## config.mk

```make
export PLATFORM = sky130hd
export DESIGN_NAME = lcd_cmd_decoder_flat
export DESIGN_NICKNAME = d
export VERILOG_FILES = /design/src/rtl/lcd_cmd_decoder_if.sv /design/src/rtl/lcd_cmd_decoder.sv /design/src/flat_wrapper.sv
export SDC_FILE = /design/constraint.sdc
export NUM_CORES = 1
export LEC_CHECK = 0
export ABC_AREA = 1
export CORE_ASPECT_RATIO = 1.5
export CORE_MARGIN = 2
export CORE_UTILIZATION = 42
export CTS_CLUSTER_DIAMETER = 80
export DETAILED_ROUTE_END_ITERATION = 12
export PLACE_DENSITY_LB_ADDON = 0.3
export SYNTH_ARGS = -nofsm -noshare
export SYNTH_HDL_FRONTEND = slang
export SYNTH_SLANG_ARGS = --single-unit
```

## constraint.sdc

```tcl
create_clock -name clk -period 4.3 [get_ports clk]
set_clock_uncertainty 0.15 [all_clocks]
set_input_delay 0.43 -clock clk [delete_from_list [all_inputs] [get_ports clk]]
set_output_delay 0.43 -clock clk [all_outputs]
set_load 0.01 [all_outputs]
```

## src/rtl/lcd_cmd_decoder_if.sv

```systemverilog
// Byte write bus from the display command sequencer to the command decoder.
// Latency: none (wires only); the slave samples D/dcx on a clk edge with wr_en=1.
// Backpressure: none; there is no ready, every strobed byte is taken by the slave.
interface lcd_cmd_decoder_if;
  logic       wr_en;
  logic [7:0] D;
  logic       dcx;

  modport master (output wr_en, output D, output dcx);
  modport slave  (input  wr_en, input  D, input  dcx);
endinterface

```

## src/rtl/lcd_cmd_decoder.sv

```systemverilog
// Display-controller receive model: decodes SWRESET/SLPOUT/DISPON/DISPOFF/CASET/PASET/RAMWR/NOP into pixel writes.
// Latency: every response (pix_we, flags, cmd_err) is registered and appears one cycle after the accepted byte.
// Backpressure: none; bytes arriving during the post-reset/sleep-out wait are dropped and flagged on cmd_err.
module lcd_cmd_decoder #(
  parameter int COLS           = 240,
  parameter int ROWS           = 320,
  parameter int WAIT_CYCLES    = 50000,
  parameter bit LOW_BYTE_FIRST = 1'b1
) (
  input  logic                clk,
  input  logic                nrst,
  lcd_cmd_decoder_if.slave    bus,
  output logic                pix_we,
  output logic [15:0]         pix_x,
  output logic [15:0]         pix_y,
  output logic [15:0]         pix_color,
  output logic                disp_on,
  output logic                awake,
  output logic                busy,
  output logic                cmd_err
);

  localparam int CW = (WAIT_CYCLES > 1) ? $clog2(WAIT_CYCLES + 1) : 1;

  localparam logic [7:0] CMD_NOP     = 8'h00;
  localparam logic [7:0] CMD_SWRESET = 8'h01;
  localparam logic [7:0] CMD_SLPOUT  = 8'h11;
  localparam logic [7:0] CMD_DISPOFF = 8'h28;
  localparam logic [7:0] CMD_DISPON  = 8'h29;
  localparam logic [7:0] CMD_CASET   = 8'h2A;
  localparam logic [7:0] CMD_PASET   = 8'h2B;
  localparam logic [7:0] CMD_RAMWR   = 8'h2C;

  localparam logic [15:0] EC_DEF = 16'(COLS - 1);
  localparam logic [15:0] EP_DEF = 16'(ROWS - 1);

  typedef enum logic [2:0] {
    IDLE     = 3'd0,
    CASET_P  = 3'd1,
    PASET_P  = 3'd2,
    RAMWR_LO = 3'd3,
    RAMWR_HI = 3'd4,
    WAIT     = 3'd5
  } state_t;

  state_t        state_q, state_d;
  logic [1:0]    pidx_q, pidx_d;
  logic [23:0]   param_q, param_d;     // first three window parameter bytes
  logic [15:0]   sc_q, sc_d, ec_q, ec_d;
  logic [15:0]   sp_q, sp_d, ep_q, ep_d;
  logic [15:0]   cur_x_q, cur_x_d, cur_y_q, cur_y_d;
  logic [7:0]    first_q, first_d;     // first byte of a pixel in flight
  logic [CW-1:0] cnt_q, cnt_d;
  logic          pix_we_q, pix_we_d;
  logic [15:0]   pix_x_q, pix_x_d, pix_y_q, pix_y_d, pix_color_q, pix_color_d;
  logic          disp_on_q, disp_on_d, awake_q, awake_d, busy_q, busy_d;
  logic          cmd_err_q, cmd_err_d;

  logic [15:0]   p_start, p_end;

  // The 4th parameter byte completes the end coordinate; start is already buffered.
  assign p_start = param_q[23:8];
  assign p_end   = {param_q[7:0], bus.D};

  // Next-state and output decode for one accepted byte (or wait-counter tick).
  always_comb begin
    state_d     = state_q;
    pidx_d      = pidx_q;
    param_d     = param_q;
    sc_d        = sc_q;
    ec_d        = ec_q;
    sp_d        = sp_q;
    ep_d        = ep_q;
    cur_x_d     = cur_x_q;
    cur_y_d     = cur_y_q;
    first_d     = first_q;
    cnt_d       = cnt_q;
    pix_we_d    = 1'b0;
    pix_x_d     = pix_x_q;
    pix_y_d     = pix_y_q;
    pix_color_d = pix_color_q;
    disp_on_d   = disp_on_q;
    awake_d     = awake_q;
    busy_d      = busy_q;
    cmd_err_d   = 1'b0;

    if (state_q == WAIT) begin
      // Counter runs regardless of traffic; stray bytes never restart it.
      if (cnt_q == '0) begin
        state_d = IDLE;
        busy_d  = 1'b0;
      end else begin
        cnt_d = cnt_q - 1'b1;
      end
      if (bus.wr_en) cmd_err_d = 1'b1;
    end else if (bus.wr_en && !bus.dcx) begin
      // A command always aborts any partial parameter set or half pixel.
      case (bus.D)
        CMD_SWRESET: begin
          sc_d      = '0;
          ec_d      = EC_DEF;
          sp_d      = '0;
          ep_d      = EP_DEF;
          disp_on_d = 1'b0;
          awake_d   = 1'b0;
          busy_d    = 1'b1;
          cnt_d     = CW'(WAIT_CYCLES - 1);
          state_d   = WAIT;
        end
        CMD_SLPOUT: begin
          awake_d = 1'b1;
          busy_d  = 1'b1;
          cnt_d   = CW'(WAIT_CYCLES - 1);
          state_d = WAIT;
        end
        CMD_DISPOFF: begin
          disp_on_d = 1'b0;
          state_d   = IDLE;
        end
        CMD_DISPON: begin
          disp_on_d = 1'b1;
          state_d   = IDLE;
        end
        CMD_CASET: begin
          pidx_d  = 2'd0;
          state_d = CASET_P;
        end
        CMD_PASET: begin
          pidx_d  = 2'd0;
          state_d = PASET_P;
        end
        CMD_RAMWR: begin
          cur_x_d = sc_q;
          cur_y_d = sp_q;
          state_d = RAMWR_LO;
        end
        CMD_NOP: begin
          state_d = IDLE;
        end
        default: begin
          cmd_err_d = 1'b1;
          state_d   = IDLE;
        end
      endcase
    end else if (bus.wr_en) begin
      case (state_q)
        CASET_P, PASET_P: begin
          pidx_d = pidx_q + 2'd1;
          case (pidx_q)
            2'd0: param_d[23:16] = bus.D;
            2'd1: param_d[15:8]  = bus.D;
            2'd2: param_d[7:0]   = bus.D;
            default: begin
              // An inverted window is rejected whole; the old window stays.
              if (p_start <= p_end) begin
                if (state_q == CASET_P) begin
                  sc_d = p_start;
                  ec_d = p_end;
                end else begin
                  sp_d = p_start;
                  ep_d = p_end;
                end
              end else begin
                cmd_err_d = 1'b1;
              end
              state_d = IDLE;
            end
          endcase
        end
        RAMWR_LO: begin
          first_d = bus.D;
          state_d = RAMWR_HI;
        end
        RAMWR_HI: begin
          pix_we_d    = 1'b1;
          pix_x_d     = cur_x_q;
          pix_y_d     = cur_y_q;
          pix_color_d = LOW_BYTE_FIRST ? {bus.D, first_q} : {first_q, bus.D};
          // Raster advance inside the window; y wraps back to the window origin.
          if (cur_x_q == ec_q) begin
            cur_x_d = sc_q;
            cur_y_d = (cur_y_q == ep_q) ? sp_q : cur_y_q + 16'd1;
          end else begin
            cur_x_d = cur_x_q + 16'd1;
          end
          state_d = RAMWR_LO;
        end
        default: begin
          // Data with no command expecting it.
          cmd_err_d = 1'b1;
        end
      endcase
    end
  end

  // State and output registers with synchronous active-low reset.
  always_ff @(posedge clk) begin
    if (!nrst) begin
      state_q     <= IDLE;
      pidx_q      <= 2'd0;
      param_q     <= '0;
      sc_q        <= '0;
      ec_q        <= EC_DEF;
      sp_q        <= '0;
      ep_q        <= EP_DEF;
      cur_x_q     <= '0;
      cur_y_q     <= '0;
      first_q     <= '0;
      cnt_q       <= '0;
      pix_we_q    <= 1'b0;
      pix_x_q     <= '0;
      pix_y_q     <= '0;
      pix_color_q <= '0;
      disp_on_q   <= 1'b0;
      awake_q     <= 1'b0;
      busy_q      <= 1'b0;
      cmd_err_q   <= 1'b0;
    end else begin
      state_q     <= state_d;
      pidx_q      <= pidx_d;
      param_q     <= param_d;
      sc_q        <= sc_d;
      ec_q        <= ec_d;
      sp_q        <= sp_d;
      ep_q        <= ep_d;
      cur_x_q     <= cur_x_d;
      cur_y_q     <= cur_y_d;
      first_q     <= first_d;
      cnt_q       <= cnt_d;
      pix_we_q    <= pix_we_d;
      pix_x_q     <= pix_x_d;
      pix_y_q     <= pix_y_d;
      pix_color_q <= pix_color_d;
      disp_on_q   <= disp_on_d;
      awake_q     <= awake_d;
      busy_q      <= busy_d;
      cmd_err_q   <= cmd_err_d;
    end
  end

  assign pix_we    = pix_we_q;
  assign pix_x     = pix_x_q;
  assign pix_y     = pix_y_q;
  assign pix_color = pix_color_q;
  assign disp_on   = disp_on_q;
  assign awake     = awake_q;
  assign busy      = busy_q;
  assign cmd_err   = cmd_err_q;

endmodule

```

## src/flat_wrapper.sv

```systemverilog
// flat-port wrapper written by rule: the top's interface ports become plain ports
module lcd_cmd_decoder_flat 
#(
  parameter int COLS           = 240,
  parameter int ROWS           = 320,
  parameter int WAIT_CYCLES    = 50000,
  parameter bit LOW_BYTE_FIRST = 1'b1
)
  (clk, nrst, pix_we, pix_x, pix_y, pix_color, disp_on, awake, busy, cmd_err, bus_wr_en, bus_D, bus_dcx);
  lcd_cmd_decoder_if bus_i ();
  input  logic clk;
  input  logic nrst;
  output logic pix_we;
  output logic [15:0] pix_x;
  output logic [15:0] pix_y;
  output logic [15:0] pix_color;
  output logic disp_on;
  output logic awake;
  output logic busy;
  output logic cmd_err;
  input wire logic [$bits(bus_i.wr_en)-1:0] bus_wr_en;
  input wire logic [$bits(bus_i.D)-1:0] bus_D;
  input wire logic [$bits(bus_i.dcx)-1:0] bus_dcx;
  assign bus_i.wr_en = bus_wr_en;
  assign bus_i.D = bus_D;
  assign bus_i.dcx = bus_dcx;
  lcd_cmd_decoder #(.COLS(COLS), .ROWS(ROWS), .WAIT_CYCLES(WAIT_CYCLES), .LOW_BYTE_FIRST(LOW_BYTE_FIRST)) u_core (.clk(clk), .nrst(nrst), .bus(bus_i), .pix_we(pix_we), .pix_x(pix_x), .pix_y(pix_y), .pix_color(pix_color), .disp_on(disp_on), .awake(awake), .busy(busy), .cmd_err(cmd_err));
endmodule
```

==> results of run 1 <==
where the power goes:
part           internal, W  leakage, nW  switching, W
Sequential         0.00195         1.63     0.0000784
Clock             0.000992        0.307      0.000738
Combinational     0.000283         2.88      0.000645
Total              0.00323         4.82       0.00146
sequential cells by signal, indices dropped and copies added, names as in the netlist:
| register | count |
|---|---|
| u_core.pix_y | 16 |
| u_core.cur_x_q | 16 |
| u_core.ep_q | 16 |
| u_core.pix_x | 16 |
| u_core.disp_on | 1 |
| u_core.first_q | 8 |
| u_core.pix_we | 1 |
| u_core.ec_q | 16 |
| u_core.pidx_q | 2 |
| u_core.sp_q | 16 |
| u_core.param_q | 24 |
| u_core.cnt_q | 16 |
| u_core.cur_y_q | 16 |
| u_core.sc_q | 16 |
| u_core.awake | 1 |
| u_core.pix_color | 16 |
| u_core.busy | 1 |
| u_core.cmd_err | 1 |
| u_core.state_q | 3 |
metal layers:
metal | vias to the layer above | share of wire [%] | wire length (um)
met1 | 4514 | 39 | 11700
met5 | - | 0 | 0
met2 | 277 | 51 | 15400
met4 | 0 | 5.2 | 1570
met3 | 86 | 5.0 | 1500
li1 | 4918 | - | -
worst max-delay path, stage by stage:
cell and delay [ns]:
clkdlybuf4s50_1 0.61, clkinv_1 0.35, ha_1 0.39, nand2_1 0.08, inv_1 0.04, nand2_1 0.07, nand2_1 0.07, nand2_1 0.07
nand2_1 0.04, nand2_1 0.05, nand2_1 0.05, nand2_1 0.11, nand2_1 0.07, nand2_1 0.09, buf_4 0.35, nand3_1 0.13
nand2_1 0.09, nor2_1 0.05
worst max-delay path by stage:
stage               depth (start not counted)  startpoint  slack, ns               to
floorplan                                  17    bus_D[3]       1.96  u_core.ec_q[12]
global placement                           18    bus_D[2]       1.00   u_core.sp_q[7]
detailed placement                         18    bus_D[2]       0.99  u_core.ep_q[14]
CTS                                        18    bus_D[2]       1.51  u_core.ep_q[14]
global route                               18    bus_D[3]       1.21   u_core.sc_q[1]
finish                                     18    bus_D[2]       1.39  u_core.sp_q[14]
cell type report:
class                   instances  share of cell area (%)
clock buffers                  29                    4.99
clock inverters                 5                   0.488
inverters                     128                    4.16
multi-input cells            1084                    45.3
flip-flops and latches        202                    35.0
well taps                     319                    3.46
repair buffers                 80                    6.57
cell usage after synthesis, types with 2 or more instances:
cell      number  share of area, %
ha_1          23               2.8
xor2_1        29               2.5
o21ai_0       60               3.0
nor2_1       179               6.6
or2_2          2              0.12
inv_2          6              0.22
nor3_1        32               1.6
buf_1          9              0.33
buf_2         21               1.0
nor2_4         2              0.22
clkbuf_1      65               2.4
nand2_1      346                13
nand2_2        3              0.19
dfxtp_1      202                40
nand4_1       22               1.4
nor3b_1        3              0.22
clkinv_1       3              0.11
a21oi_1      161               7.9
nand3_1      183               9.0
xnor2_1       18               1.6
a31oi_1        4              0.25
inv_1        119               4.4
nand3b_1      10              0.74
logic make-up (layout without fill, tap and decap cells):
kind of cell	Yosys count	after routing	synth area share, %
simple gates	784	784	33.2
compound gates	230	230	11.5
buf+inv	224	242	8.56
flops	202	202	39.9
xor+xnor	47	47	4.06
fa+ha+maj	23	23	2.84
through the flow:
stage                     total power, W  std cells  cell area [um^2]
after floorplan                  0.00272       1510             10100
after global placement           0.00299       1813             10900
after detailed placement         0.00299       1813             10900
after CTS                        0.00472       1847             11500
after global routing             0.00490       1847             11500
final                            0.00469       1847             11500
==> metrics.md, run 1 <==
| Metric | Value |
|---|---|
| Total Die Area | 25400 um^2 |
| DRC violations left | 0 |
| Crit share post-route | 67.7% |
| Vias/cell | 5.30 |
| R2r setup slk | 1.56 ns |
| Final nets | 1552 |
| Pleak | 4.82 nW |
| Max Fclk | 0.344 GHz |
| Overflow after GRT | 0 |
| CP max FO | 41 |
| Worst EP arrival | 3.16 ns |
| Fin. Hold Viols | 0 |
| Most frequent cells in the layout | nand2_1 (345), dfxtp_1 (202), nand3_1 (183) |
| Clk sinks | 202 |
| Worst min path class | in -> reg |
| ANT nets after route | 0 |
| Setup WS post-layout | 1.39 ns |
| Power density cells | 406 nW/um^2 |
| Top Usage Layer GRT | met2 |
| Pre-CTS setup slack | 0.988 ns |
| Synth-to-Final Area Change | 13.8% |
| Total GRT Usage | 23.8% |
| Total negative slack | 0 ns |
| Post-Syn Nets | 1545 |
| Status | completed |
| # Post-CTS Setup Buffers | 0 |
| Slew HR | 27.1% |
| WL per Instance | 16.4 um |
| Multi-input logic area | 5230 um^2 |
| Worst slew pin tran | 1.09 ns |
| Fin. max-slew vios | 0 |
| Clock Pin Slew Worst Setup and Hold Paths | 0.06 ns |
| Post-layout util | 48.6% |
| Crit path kind | in -> reg |
| Netlist cell types | 31 |
| Yosys warnings | 0 |
| CTS root buffer | clkbuf_16 |
| Register bit total from synthesis | 202 |
| Hold Slack | 0.119 ns |
| Final min period | 2.91 ns |
| Register Area | 4040 um^2 |
| RSZ-0062 raised after global routing | false |
| Fillers | 2412 |
| WP data required | 4.55 ns |
| Resize count post-CTS | 0 |
| Async S/R FF share, synth | 0% |
| Global-route wire length before repair | 48300 um |
| Reg-to-Reg Start | u_core.cur_x_q[2] |
| Boundary Pins | 65 |
| Sequential share of the synthesized area | 39.9% |
| Input/output buffers | 64 |
| Peak VDD IR | 0.374 mV |
| Core ar. | 23700 um^2 |
| H-tree levels | 1 |
| # Max-Cap Violations | 0 |
| Gpl congestion | 0.939 |
| Number of antenna violations at the first check in global routing | 0 |
| CTS Buf Count | 21 |
| Largest net degree at the start of global routing | 107 |
| Die Ht | 194 um |
| Most common cell after layout, fill and taps aside | nand2_1 |
| Vias | 9795 |
| Grt met1 use | 27.3% |
| Reg2Reg Depth | 11 |
| Hold_sp | nrst |
| # setup viols final | 0 |
| Worst hold endpoint | u_core.sc_q[2] |
| Met3 usage | 2.75% |
| HPWL Detailed | 21200 um |
| ANT cells | 0 |
| Critical path endpoint category | register |
| Total Routed Length | 30200 um |
| Initial Utilization | 42.7% |
| Hold Path Depth | 3 |
| DR pass1 iterations | 5 |
| Most used DFF post-synth | dfxtp_1 |
| Vias in the first global route | 9204 |
| Share of layout cells above drive strength 1 | 4.06% |
| Cells after Synth | 1510 |
| GR Layer Usage met2 | 42.9% |
| Mapped cell area | 10100 um^2 |
| Initial drt markers | 694 |
| # rows | 69 |
| EDFF count, synth | 0 |
| Synth Area per Inst | 6.72 um^2 |
| Hold buffer count at cts | 0 |
| Critical R2R Capture | u_core.cur_y_q[2] |
| TritonCTS clock tree | done |
| Crit start category | primary input |
| Max Root-Sink Buffers | 3 |
| Die Wd | 131 um |
| Skew-Pair Late Insertion Delay | 0.51 ns |
Power figures use the tool's default switching activity.
==> run 2: changes to the inputs <==
==> constraint.sdc (replaced) <==
create_clock -name clk -period 2.8 [get_ports clk]
set_clock_uncertainty 0.15 [all_clocks]
set_input_delay 0.28 -clock clk [delete_from_list [all_inputs] [get_ports clk]]
set_output_delay 0.28 -clock clk [all_outputs]
set_load 0.01 [all_outputs]
==> run 2 against run 1 <==
Effect of this change:
- design area is 4.1% higher
- die area stayed put
- utilization is 2.0 points higher
- wire length is 1.3% higher
- setup slack worse by 1.2 ns
- combinational power is 67% higher
- largest cell class unchanged
- cell count is 1.8% higher
- critical endpoint is now u_core.sp_q[11]
- sequential power is 54% higher
- non-clock buffer count is 31 higher
==> metrics.md, run 2 (synthesized netlist as in run 1, its figures left out) <==
| Metric | Value |
|---|---|
| Dpl cells | 1844 (was 1813) |
| Setup WS post-layout | 0.235 ns (was 1.39 ns) |
| Hold_sp | nrst (unchanged) |
| Largest net degree at the start of global routing | 122 (was 107) |
| WP data required | 3.09 ns (was 4.55 ns) |
| Vias in the first global route | 9627 (was 9204) |
| Initial Utilization | 42.7% (unchanged) |
| Die Wd | 131 um (unchanged) |
| # rows | 69 (unchanged) |
| Final min period | 2.56 ns |
| DR pass1 iterations | 5 (unchanged) |
| Fin. Hold Viols | 0 (unchanged) |
| Worst EP arrival | 2.86 ns (was 3.16 ns) |
| Clk sinks | 202 (unchanged) |
| Core ar. | 23700 um^2 (unchanged) |
| Die Ht | 194 um (unchanged) |
| Critical path endpoint category | register (unchanged) |
| Most frequent cells in the layout | nand2_1 (345), dfxtp_1 (202), nand3_1 (183) (unchanged) |
| WL per Instance | 16.3 um (was 16.4 um) |
| Critical Path Source | u_core.param_q[3] (was bus_D[2]) |
| Boundary Pins | 65 (unchanged) |
| CP max FO | 11 (was 41) |
| Hold Slack | 0.113 ns (was 0.119 ns) |
| Peak VDD IR | 0.532 mV (was 0.374 mV) |
| Pleak | 5.06 nW (was 4.82 nW) |
| # Max-Cap Violations | 0 (unchanged) |
| Final nets | 1584 (was 1552) |
| Worst slew pin tran | 0.590 ns (was 1.09 ns) |
| Max Fclk | 0.390 GHz |
| Share of layout cells above drive strength 1 | 6.27% (was 4.06%) |
| ANT nets after route | 0 (unchanged) |
| RSZ-0062 raised after global routing | false (unchanged) |
| Number of antenna violations at the first check in global routing | 0 (unchanged) |
| Total Die Area | 25400 um^2 (unchanged) |
| Pre-CTS setup slack | 0.0475 ns (was 0.988 ns) |
| Crit share post-route | 91.6% |
| Vias/cell | 5.28 (was 5.30) |
| Reg2Reg Depth | 13 (was 11) |
| R2r setup slk | 0.24 ns (was 1.56 ns) |
| Overflow after GRT | 0 (unchanged) |
| Global-route wire length before repair | 49400 um (was 48300 um) |
| Pwr Total | 0.00770 W (was 0.00469 W) |
| Worst min path class | in -> reg (unchanged) |
| Total Routed Length | 30600 um (was 30200 um) |
| # setup viols final | 0 (unchanged) |
| Synth-to-Final Area Change | 18.5% (was 13.8%) |
| Status | completed (unchanged) |
| Slew HR | 60.6% (was 27.1%) |
| Initial drt markers | 641 (was 694) |
| Reg-to-Reg Start | u_core.param_q[3] (was u_core.cur_x_q[2]) |
| CTS root buffer | clkbuf_16 (unchanged) |
| Finished Layout Cells | 1881 (was 1847) |
| Power density cells | 641 nW/um^2 (was 406 nW/um^2) |
| Crit path kind | reg -> reg (was in -> reg) |
| HPWL Detailed | 21400 um (was 21200 um) |
| TritonCTS clock tree | done (unchanged) |
| Critical R2R Capture | u_core.sp_q[11] (was u_core.cur_y_q[2]) |
| Skew-Pair Late Insertion Delay | 0.51 ns (about the same) |
| ANT cells | 0 (unchanged) |
| Fin. max-slew vios | 0 (unchanged) |
| Resize count post-CTS | 0 (unchanged) |
| Clock Pin Slew Worst Setup and Hold Paths | 0.06 ns (about the same) |
| Input/output buffers | 64 (unchanged) |
| Vias | 9935 (was 9795) |
| Gpl congestion | 0.886 (was 0.939) |
| Max Root-Sink Buffers | 3 (unchanged) |
| CTS Buf Count | 22 (was 21) |
| Most common cell after layout, fill and taps aside | nand2_1 (unchanged) |
| # Post-CTS Setup Buffers | 0 (unchanged) |
| Hold buffer count at cts | 0 (unchanged) |
| Largest Register | u_core.param_q (unchanged) |
| Max reg flops | 24 (unchanged) |
| Total negative slack | 0 ns (unchanged) |
| H-tree levels | 1 (unchanged) |
| Crit start category | register (was primary input) |
| Worst Setup EP | u_core.sp_q[11] (was u_core.sp_q[14]) |
| DRC violations left | 0 (unchanged) |
| Total GRT Usage | 24.2% (was 23.8%) |
run 2: changes by cell type in the layout (fill, tap and decap cells not counted), sizes merged:
cell    change
buf        +31
clkinv      +1
bufinv      +2
run 2: per-layer routing:
layer	up-vias	global-route usage, %	wire length, um
li1	4968	-	-
met1	4596	28.5	12200
met2	286	42.9	15500
met3	85	3.25	1450
met4	0	11.0	1420
met5	-	0	0
run 2: final cells by class:
cell class | count | area (um^2)
clock buffers | 29 | 618
well taps | 319 | 399
fillers | 2386 | 11700
inverters | 128 | 480
flip-flops and latches | 202 | 4040
clock inverters | 8 | 124
repair buffers | 111 | 1120
multi-input cells | 1084 | 5230
run 2: through the flow:
stage / utilization (%) / instance area (um^2)
3_5_place_dp: 47.5 / 11300
2_1_floorplan: - / 10100
6_report: 50.6 / 12000
3_3_place_gp: 47.5 / 11300
5_1_grt: 50.6 / 12000
4_1_cts: 50.6 / 12000
run 2: power by group:
part | internal (W) | total, W | switching, W
logic | 0.000529 | 0.00155 | 0.00102
clock network | 0.00183 | 0.00304 | 0.00121
registers | 0.00300 | 0.00312 | 0.000122
total | 0.00535 | 0.00770 | 0.00235
run 2: worst max-delay path: stages, from the launching register on:
cell,delay [ns]
dfxtp_1,0.37
inv_1,0.08
ha_1,0.32
nand4_1,0.11
nor3_1,0.35
nand3_1,0.12
nand2_1,0.14
nand2_1,0.08
nand2_1,0.14
nand2_1,0.18
buf_4,0.23
nand2_1,0.06
nand2_1,0.04
nor2_1,0.11
run 2: worst min-delay path by stage:
stage                                    end  cells past startpoint  slack, ns
after floorplan                u_core.pix_we                      2       0.27
final                        u_core.pix_x[9]                      3       0.11
after global placement       u_core.pix_y[6]                      2       0.30
after global routing        u_core.pix_x[10]                      3       0.13
after detailed placement     u_core.pix_x[3]                      2       0.30
after CTS                 u_core.cur_x_q[12]                      3       0.09
==> run 3: changes to the inputs <==
--- a/config.mk
+++ b/config.mk
@@ -11,6 +11,7 @@
 export CORE_UTILIZATION = 42
 export CTS_CLUSTER_DIAMETER = 80
 export DETAILED_ROUTE_END_ITERATION = 12
+export GPL_TIMING_DRIVEN = 1
 export PLACE_DENSITY_LB_ADDON = 0.3
 export SYNTH_ARGS = -nofsm -noshare
 export SYNTH_HDL_FRONTEND = slang
==> results of run 3 <==
The final DEF is identical to that of run 2; final timing and power are the same.
